===== config.mk =====
export PLATFORM = sky130hd
export DESIGN_NAME = axon_spike_scheduler
export DESIGN_NICKNAME = d
export VERILOG_FILES = /design/src/rtl/axon_spike_scheduler.sv
export SDC_FILE = /design/constraint.sdc
export NUM_CORES = 1
export LEC_CHECK = 0
export BUFFER_PORTS_ARGS = -buffer_cell sky130_fd_sc_hd__buf_2
export CORE_MARGIN = 2
export CORE_UTILIZATION = 49
export DETAILED_ROUTE_END_ITERATION = 10
export GPL_TIMING_DRIVEN = 0
export PLACE_DENSITY_LB_ADDON = 0.25
export REMOVE_ABC_BUFFERS = 1
export SLEW_MARGIN = 20
export SYNTH_ARGS = -nofsm -noshare
export SYNTH_HDL_FRONTEND = slang
export SYNTH_SLANG_ARGS = --single-unit

===== constraint.sdc =====
create_clock -name clk -period 4.25 [get_ports clk]
set_input_delay 0.85 -clock clk [delete_from_list [all_inputs] [get_ports clk]]
set_output_delay 0.85 -clock clk [all_outputs]
set_load 0.01 [all_outputs]

===== src/rtl/axon_spike_scheduler.sv =====
// Double-buffered axon spike collector that, on each tick, walks the frozen
// spike mask lowest index first and emits one active axon per cycle.
module axon_spike_scheduler #(
   parameter  int NUM_AXONS = 256,
   localparam int AW        = (NUM_AXONS > 1) ? $clog2(NUM_AXONS) : 1
) (
   input  logic          clk,
   input  logic          rst,
   input  logic          spike_in_valid,
   input  logic [AW-1:0] spike_in_axon,
   input  logic          tick,
   output logic [AW-1:0] axon_number,
   output logic          axon_valid,
   output logic          scan_busy,
   output logic          scan_done,
   output logic          tick_error
);

   typedef enum logic {
      IDLE = 1'b0,
      SCAN = 1'b1
   } state_e;

   state_e                      state_q, state_d;
   logic                        wr_sel_q, wr_sel_d;
   logic [1:0][NUM_AXONS-1:0]   buf_q, buf_d;
   logic [AW-1:0]               axon_number_q, axon_number_d;
   logic                        axon_valid_q, axon_valid_d;
   logic                        scan_done_q, scan_done_d;
   logic                        tick_error_q, tick_error_d;

   logic [NUM_AXONS-1:0]        scan_mask;
   logic                        mask_any;
   logic [AW-1:0]               first_idx;
   logic                        wr_in_range;

   // Out-of-range indices can only occur when NUM_AXONS is not a power of two.
   if ((1 << AW) == NUM_AXONS) begin : gen_pow2
      assign wr_in_range = 1'b1;
   end else begin : gen_non_pow2
      assign wr_in_range = ({1'b0, spike_in_axon} < (AW+1)'(NUM_AXONS));
   end

   assign scan_mask = buf_q[~wr_sel_q];
   assign mask_any  = |scan_mask;

   always_comb begin
      first_idx = '0;
      for (int i = NUM_AXONS - 1; i >= 0; i--) begin
         if (scan_mask[i]) first_idx = AW'(i);
      end
   end

   always_comb begin
      // NOTE: every signal gets a default before any branch so no latch can be inferred.
      state_d       = state_q;
      wr_sel_d      = wr_sel_q;
      buf_d         = buf_q;
      axon_number_d = axon_number_q;
      axon_valid_d  = 1'b0;
      scan_done_d   = 1'b0;
      tick_error_d  = 1'b0;

      // Applied before the swap so a same-cycle spike joins the tick being scanned.
      if (spike_in_valid && wr_in_range) buf_d[wr_sel_q][spike_in_axon] = 1'b1;

      case (state_q)
         IDLE: begin
            if (tick) begin
               wr_sel_d = ~wr_sel_q;
               state_d  = SCAN;
            end
         end
         SCAN: begin
            if (tick) tick_error_d = 1'b1;
            if (mask_any) begin
               axon_number_d                 = first_idx;
               axon_valid_d                  = 1'b1;
               buf_d[~wr_sel_q][first_idx]   = 1'b0;
            end else begin
               scan_done_d = 1'b1;
               state_d     = IDLE;
            end
         end
         default: state_d = IDLE;
      endcase
   end

   always_ff @(posedge clk) begin
      if (rst) begin
         // NOTE: the spike buffers are reset too, since a reset must discard pending spikes.
         state_q       <= IDLE;
         wr_sel_q      <= 1'b0;
         buf_q         <= '0;
         axon_number_q <= '0;
         axon_valid_q  <= 1'b0;
         scan_done_q   <= 1'b0;
         tick_error_q  <= 1'b0;
      end else begin
         // NOTE: sequential state uses non-blocking assignments only.
         state_q       <= state_d;
         wr_sel_q      <= wr_sel_d;
         buf_q         <= buf_d;
         axon_number_q <= axon_number_d;
         axon_valid_q  <= axon_valid_d;
         scan_done_q   <= scan_done_d;
         tick_error_q  <= tick_error_d;
      end
   end

   assign axon_number = axon_number_q;
   assign axon_valid  = axon_valid_q;
   assign scan_busy   = (state_q == SCAN);
   assign scan_done   = scan_done_q;
   assign tick_error  = tick_error_q;

endmodule


# Yosys cells after proc, flatten, opt, wreduce, memory -nomap -nowiden
# Cells that the tools add are included.
# op_classes
addsub	0
multipliers	0
div	0
n_lt_le_gt_ge	8
n_eq_ne	0
shift	0
mux	273
n_bitwise	5
reduce_logical	8
# ops
operator	n
$mux 8	256
$mux 512	3
$mux 256	4
$and 512x512->512	1
$demux 256 s1	2
$not 512->512	1
$or 512x512->512	1
$reduce_or 256->1	1
$lt 8x9->1 const B	2
$demux 1 s8	2
$ge 8x1->1 const B	2
$mux 1	5
$logic_and 1x1->1	4
$lt 1x2->1 const B	2
$reduce_and 2->1	2
$ge 1x1->1 const B	2
$not 1->1	2
$pmux 1 s2	1
$reduce_or 2->1	1
# word_totals
ff_bits	525
latchBits	0
ram_bits	0
rom_bits	0
input_bits	12
out_inout_bits	12
wordCells	302
memories	0

# Depth between registers and ports, before layout
# logic_depth
word_depth	269
ltp_mapped	19
depth_no_buf	10

# Worst setup path after synthesis
# Ideal clock, no wire load.
# synth_path
path_kind	register to register
startpoint	reg wr_sel_q
endpoint	reg buf_q[413] in the netlist's numbering
setup_ns	0.143
arrival_time_ns	3.354
required_time_ns	4.107
slack_ns	0.753
stages_incl_launch_ff	14
path_buffers	6
period_less_slack_ns	3.497
cell_sequence	dfxtp_1 buf_4 buf_4 buf_2 buf_2 o311a_1 or4_1 or4_1 a211o_1 a21oi_4 a21o_1 buf_2 buf_2 a211oi_1
# synth_between
elab_chain_cells	268
elab_cells_between_ends	281
classes_between	6 x order compare; 267 x mux; 4 x bitwise; 4 x reduce/logical
# synth_lines
element	line	source
start: declaration	25	logic wr_sel_q, wr_sel_d;
start signal: assignment	102	wr_sel_q <= wr_sel_d;
$mux 256 (not written as such) (2 in series)	44	assign scan_mask = buf_q[~wr_sel_q];
$mux 8 (256 in series)	50	if (scan_mask[i]) first_idx = AW'(i);
$lt 8x9->1 (not written as such) / $ge 8x1->1 (equally long branches)	79	buf_d[~wr_sel_q][first_idx] = 1'b0;
$logic_and 1x1->1 (not written as such)	79	
$mux 1 (not written as such)	79	
$demux 1 s8	79	
$mux 256 (not written as such)	79	
$demux 256 s1	79	
$not 512->512 (no source line)	--	
$and 512x512->512 (no source line)	--	
$mux 512	76	if (mask_any) begin
$mux 512 *	67	case (state_q)
end signal: assignment	103	buf_q <= buf_d;
end: declaration	26	logic [1:0][NUM_AXONS-1:0] buf_q, buf_d;
# Every way passes the cells marked *; elsewhere a longest branch is shown, timed or not. The select of a mux whose other input is x is not followed.
# A chain may end at the register's enable or synchronous reset.

# Worst setup path in the final report
# layout_path
startpoint	reg wr_sel_q
endpoint	reg buf_q[35] in the netlist's numbering
# The elaborated chain is that of the path after synthesis.

==> results.json <==
{
  "status": "complete, but fails checks",
  "violations": "negative setup slack",
  "required_ns": 4.75,
  "cts_tree": "yes",
  "period_needed_ns": 4.62,
  "ios": 24,
  "synth_top_cell_by_area": "dfxtp_1",
  "nets": 3390,
  "ir_drop_v": 0.000350,
  "worstSetupStartpoint": "wr_sel_q",
  "synth_enable_flop_cells": 0,
  "drtIter0Drc": 4687,
  "seq_power_share_pct": 33.7,
  "worstMarginPinSlew_ns": 1.23,
  "routed_via_density": 7.33,
  "h-tree-depth": 2,
  "grt_first_pass_wirelength_um": 171000,
  "async_reset_ff_share_pct": 0,
  "cpMaxStageDelayCell": "nor3_1",
  "netlist_area_um2": 28000,
  "synth_cell_types": 92,
  "cp-start-kind": "flop",
  "critPathArrivalTime_ns": 5.12,
  "path_clk_slew_ns": 0.06,
  "place_area_um2": 29800,
  "power.density_nw_per_um2": 427,
  "period_share_pct": 109,
  "start_util_pct": 49.6,
  "place_ws_ns": -1.67,
  "reg2reg_from": "wr_sel_q",
  "wire_per_inst_um": 28.6,
  "design_area_um2": 34500,
  "p_leak_nw": 10.9,
  "slew_headroom_pct": 17.7,
  "r2r_slack_ns": -0.37,
  "max_cap_violations": 0,
  "cp_top_family": "simple AND/OR/NAND/NOR gates",
  "cp_max_fo": 34,
  "hold_viol_final": 0,
  "fp.dieW_um": 243,
  "fin_ws_ns": -0.366,
  "clk_path_buf_depth": 3,
  "gr-total-overflow": 0,
  "fmax_ghz": 0.217,
  "power.share.clock_pct": 33.4,
  "p_int_mw": 9.40,
  "place_hpwl_um": 74400,
  "io_buffer_count": 23,
  "combPwrFrac_pct": 32.9,
  "final-setup-viol-count": 476,
  "num_rows": 87,
  "ant_nets": 0,
  "grt_pass1_vias": 28300,
  "wirelength_um": 120000,
  "critPathKind": "flop to flop",
  "cp_num_buf_inv": 5,
  "n_fill_cell": 4571,
  "cts_sinks": 525,
  "swShare_pct": 36.1,
  "synth-seq-area-share_pct": 37.5,
  "fin_util_pct": 61.0,
  "cts_buffers": 56,
  "gp_congestion": 0.938,
  "coreArea_um2": 56500,
  "rsz0062_at_grt": "yes",
  "drive_above_1_share_pct": 22.9,
  "clk_latency_ns": 0.66,
  "synth_area_leaders": "dfxtp_1, a21oi_1, a211oi_1",
  "cp-end-kind": "flop",
  "firstDrtPassIters": 7,
  "drc": 0,
  "die_area_um2": 59100,
  "holdCritPathClass": "flop to flop",
  "fin_worst_skew_ns": 0.0347,
  "slew_violations": 0,
  "ys_top_cells_by_count": "a21oi_1, dfxtp_1, a211oi_1",
  "critPathCapture": "buf_q[35]",
  "synth.most_common_cell": "a21oi_1",
  "fp.dieH_um": 243,
  "synthFlopType": "dfxtp_1",
  "instances_no_fill": 4182,
  "critical_path.cell_chain": "buf_4 -> buf_8 -> buf_12 -> nor3_1 -> o22ai_1 -> nor3_1 -> o211a_1 -> a21oi_1 -> a21o_1 -> o31a_4 -> buf_16 -> buf_16 -> nor3_4 -> a211oi_1",
  "synth_top_cell_area_share_pct": 37.5,
  "vias": 30700,
  "grt_max_degree": 132,
  "rr_worst_depth": 14,
  "postSynthCellCount": 3372,
  "grt_use_total_pct": 36.9,
  "syn_avg_cell_area_um2": 8.31,
  "antenna_found_initial": 5,
  "cts_root_buffer": "clkbuf_16",
  "yosysWarnings": 0,
  "area_growth_pct": 23.1,
  "slowest_delay_ns": 0.90,
  "timing.rr.end": "buf_q[35]",
  "cp_num_cells": 14,
  "power_switching_mw": 5.31,
  "placed_cells": 3983,
  "ys_ff_latch": 525,
  "tns_ns": -85.29
}
==> cell families (layout without fill, tap and decap cells) <==
kind of cell,Yosys count,after routing,synth area share [%]
buffers and inverters,378,423,6.23
AND/OR/NAND/NOR,952,952,20.6
flip-flops,525,525,37.5
multiplexers,13,13,0.473
other,0,5,0
AO/OA/AOI/OAI,1504,1508,35.1
==> placed cells by master, fill, tap and decap left out, types with 13 or more instances in the layout <==
master	netlist	routed
buf_16	0	35
buf_8	0	19
nor2_2	2	31
nand2_1	33	30
o32ai_1	18	18
nor2b_1	33	33
buf_12	0	26
nor4_1	30	14
o22ai_1	66	63
or2_2	72	72
a311oi_1	31	30
nor3b_1	135	116
nand2b_1	45	44
clkbuf_8	0	15
nor3b_2	0	18
inv_1	93	93
o211ai_1	18	18
o21ai_0	64	55
o21bai_1	13	13
nor2_4	0	14
or3_1	30	26
buf_4	20	95
nor3_2	92	67
a211oi_2	33	78
nor3_1	219	169
nor3_4	3	78
a211oi_1	429	383
a21oi_1	676	675
dfxtp_1	525	524
nor2_1	189	146
buf_2	87	26
o22a_1	14	14
clkbuf_1	155	14
clkbuf_16	0	67
==> per-layer routing <==
layer / vias up / GRT usage (%) / part of all wire (%)
met4: 0 / 23.2 / 8.6
met5: - / 0 / 0
met1: 14500 / 47.5 / 36
li1: 13000 / - / -
met2: 2370 / 55.1 / 41
met3: 767 / 9.13 / 14
==> worst min path at each step <==
stage	start	end	slack, ns	depth (start not counted)
final	axon_number[0]	axon_number[0]	0.49	2
after global routing	axon_number[0]	axon_number[0]	0.53	2
after CTS	axon_number[0]	axon_number[0]	0.49	2
after detailed placement	axon_number[5]	axon_number[5]	0.48	2
after global placement	axon_number[0]	axon_number[0]	0.44	2
after floorplan	axon_number[0]	axon_number[0]	0.47	2
==> area by class of cell <==
class	count	area [um2]	share of cell area, %
inverter	94	353	1.02
sequential	525	10500	30.5
antenna	5	12.5	0.0363
tap	756	946	2.74
clock inverter	15	111	0.323
multi-input combinational	2473	17700	51.3
clock buffer	86	1690	4.89
timing repair buffer	228	3180	9.23
==> state kept, by name, indices dropped and copies added (netlist names) <==
name / count
buf_q: 512
axon_number: 8
axon_valid: 1
scan_busy: 1
scan_done: 1
tick_error: 1
wr_sel_q: 1
==> worst register-to-register path: stages (launching register included) <==
cell,delay (ns)
dfxtp_4,0.44
buf_4,0.18
buf_8,0.16
buf_12,0.20
nor3_1,0.39
o22ai_1,0.35
nor3_1,0.91
o211a_1,0.34
a21oi_1,0.10
a21o_1,0.25
o31a_4,0.39
buf_16,0.18
buf_16,0.20
nor3_4,0.27
a211oi_1,0.13
==> stage by stage <==
stage               hold WS [ns]  power, mW
floorplan                  0.470       6.79
global placement           0.444       8.02
global route               0.535       14.9
finish                     0.489       14.7
CTS                        0.489       13.8
detailed placement         0.475       8.53
==> power groups by stage <==
| stage | combinational (mW) | clock, mW | sequential [mW] |
|---|---|---|---|
| floorplan | 1.66 | 0 | 5.12 |
| global placement | 2.87 | 0 | 5.15 |
| detailed placement | 3.45 | 0 | 5.08 |
| CTS | 3.99 | 4.89 | 4.96 |
| global route | 4.83 | 5.11 | 4.96 |
| finish | 4.84 | 4.92 | 4.96 |
==> timing repair <==
| item | CTS | global route |
|---|---|---|
| hold buffers | 0 | 0 |
| endpoints found under the setup margin | 522 | 500 |
| resized for setup | 119 | 185 |
| gates cloned | 11 | 11 |
| buffers inserted | 38 | 34 |
| pin swaps | 24 | 33 |
No activity file was read; power rests on OpenSTA's default activity.
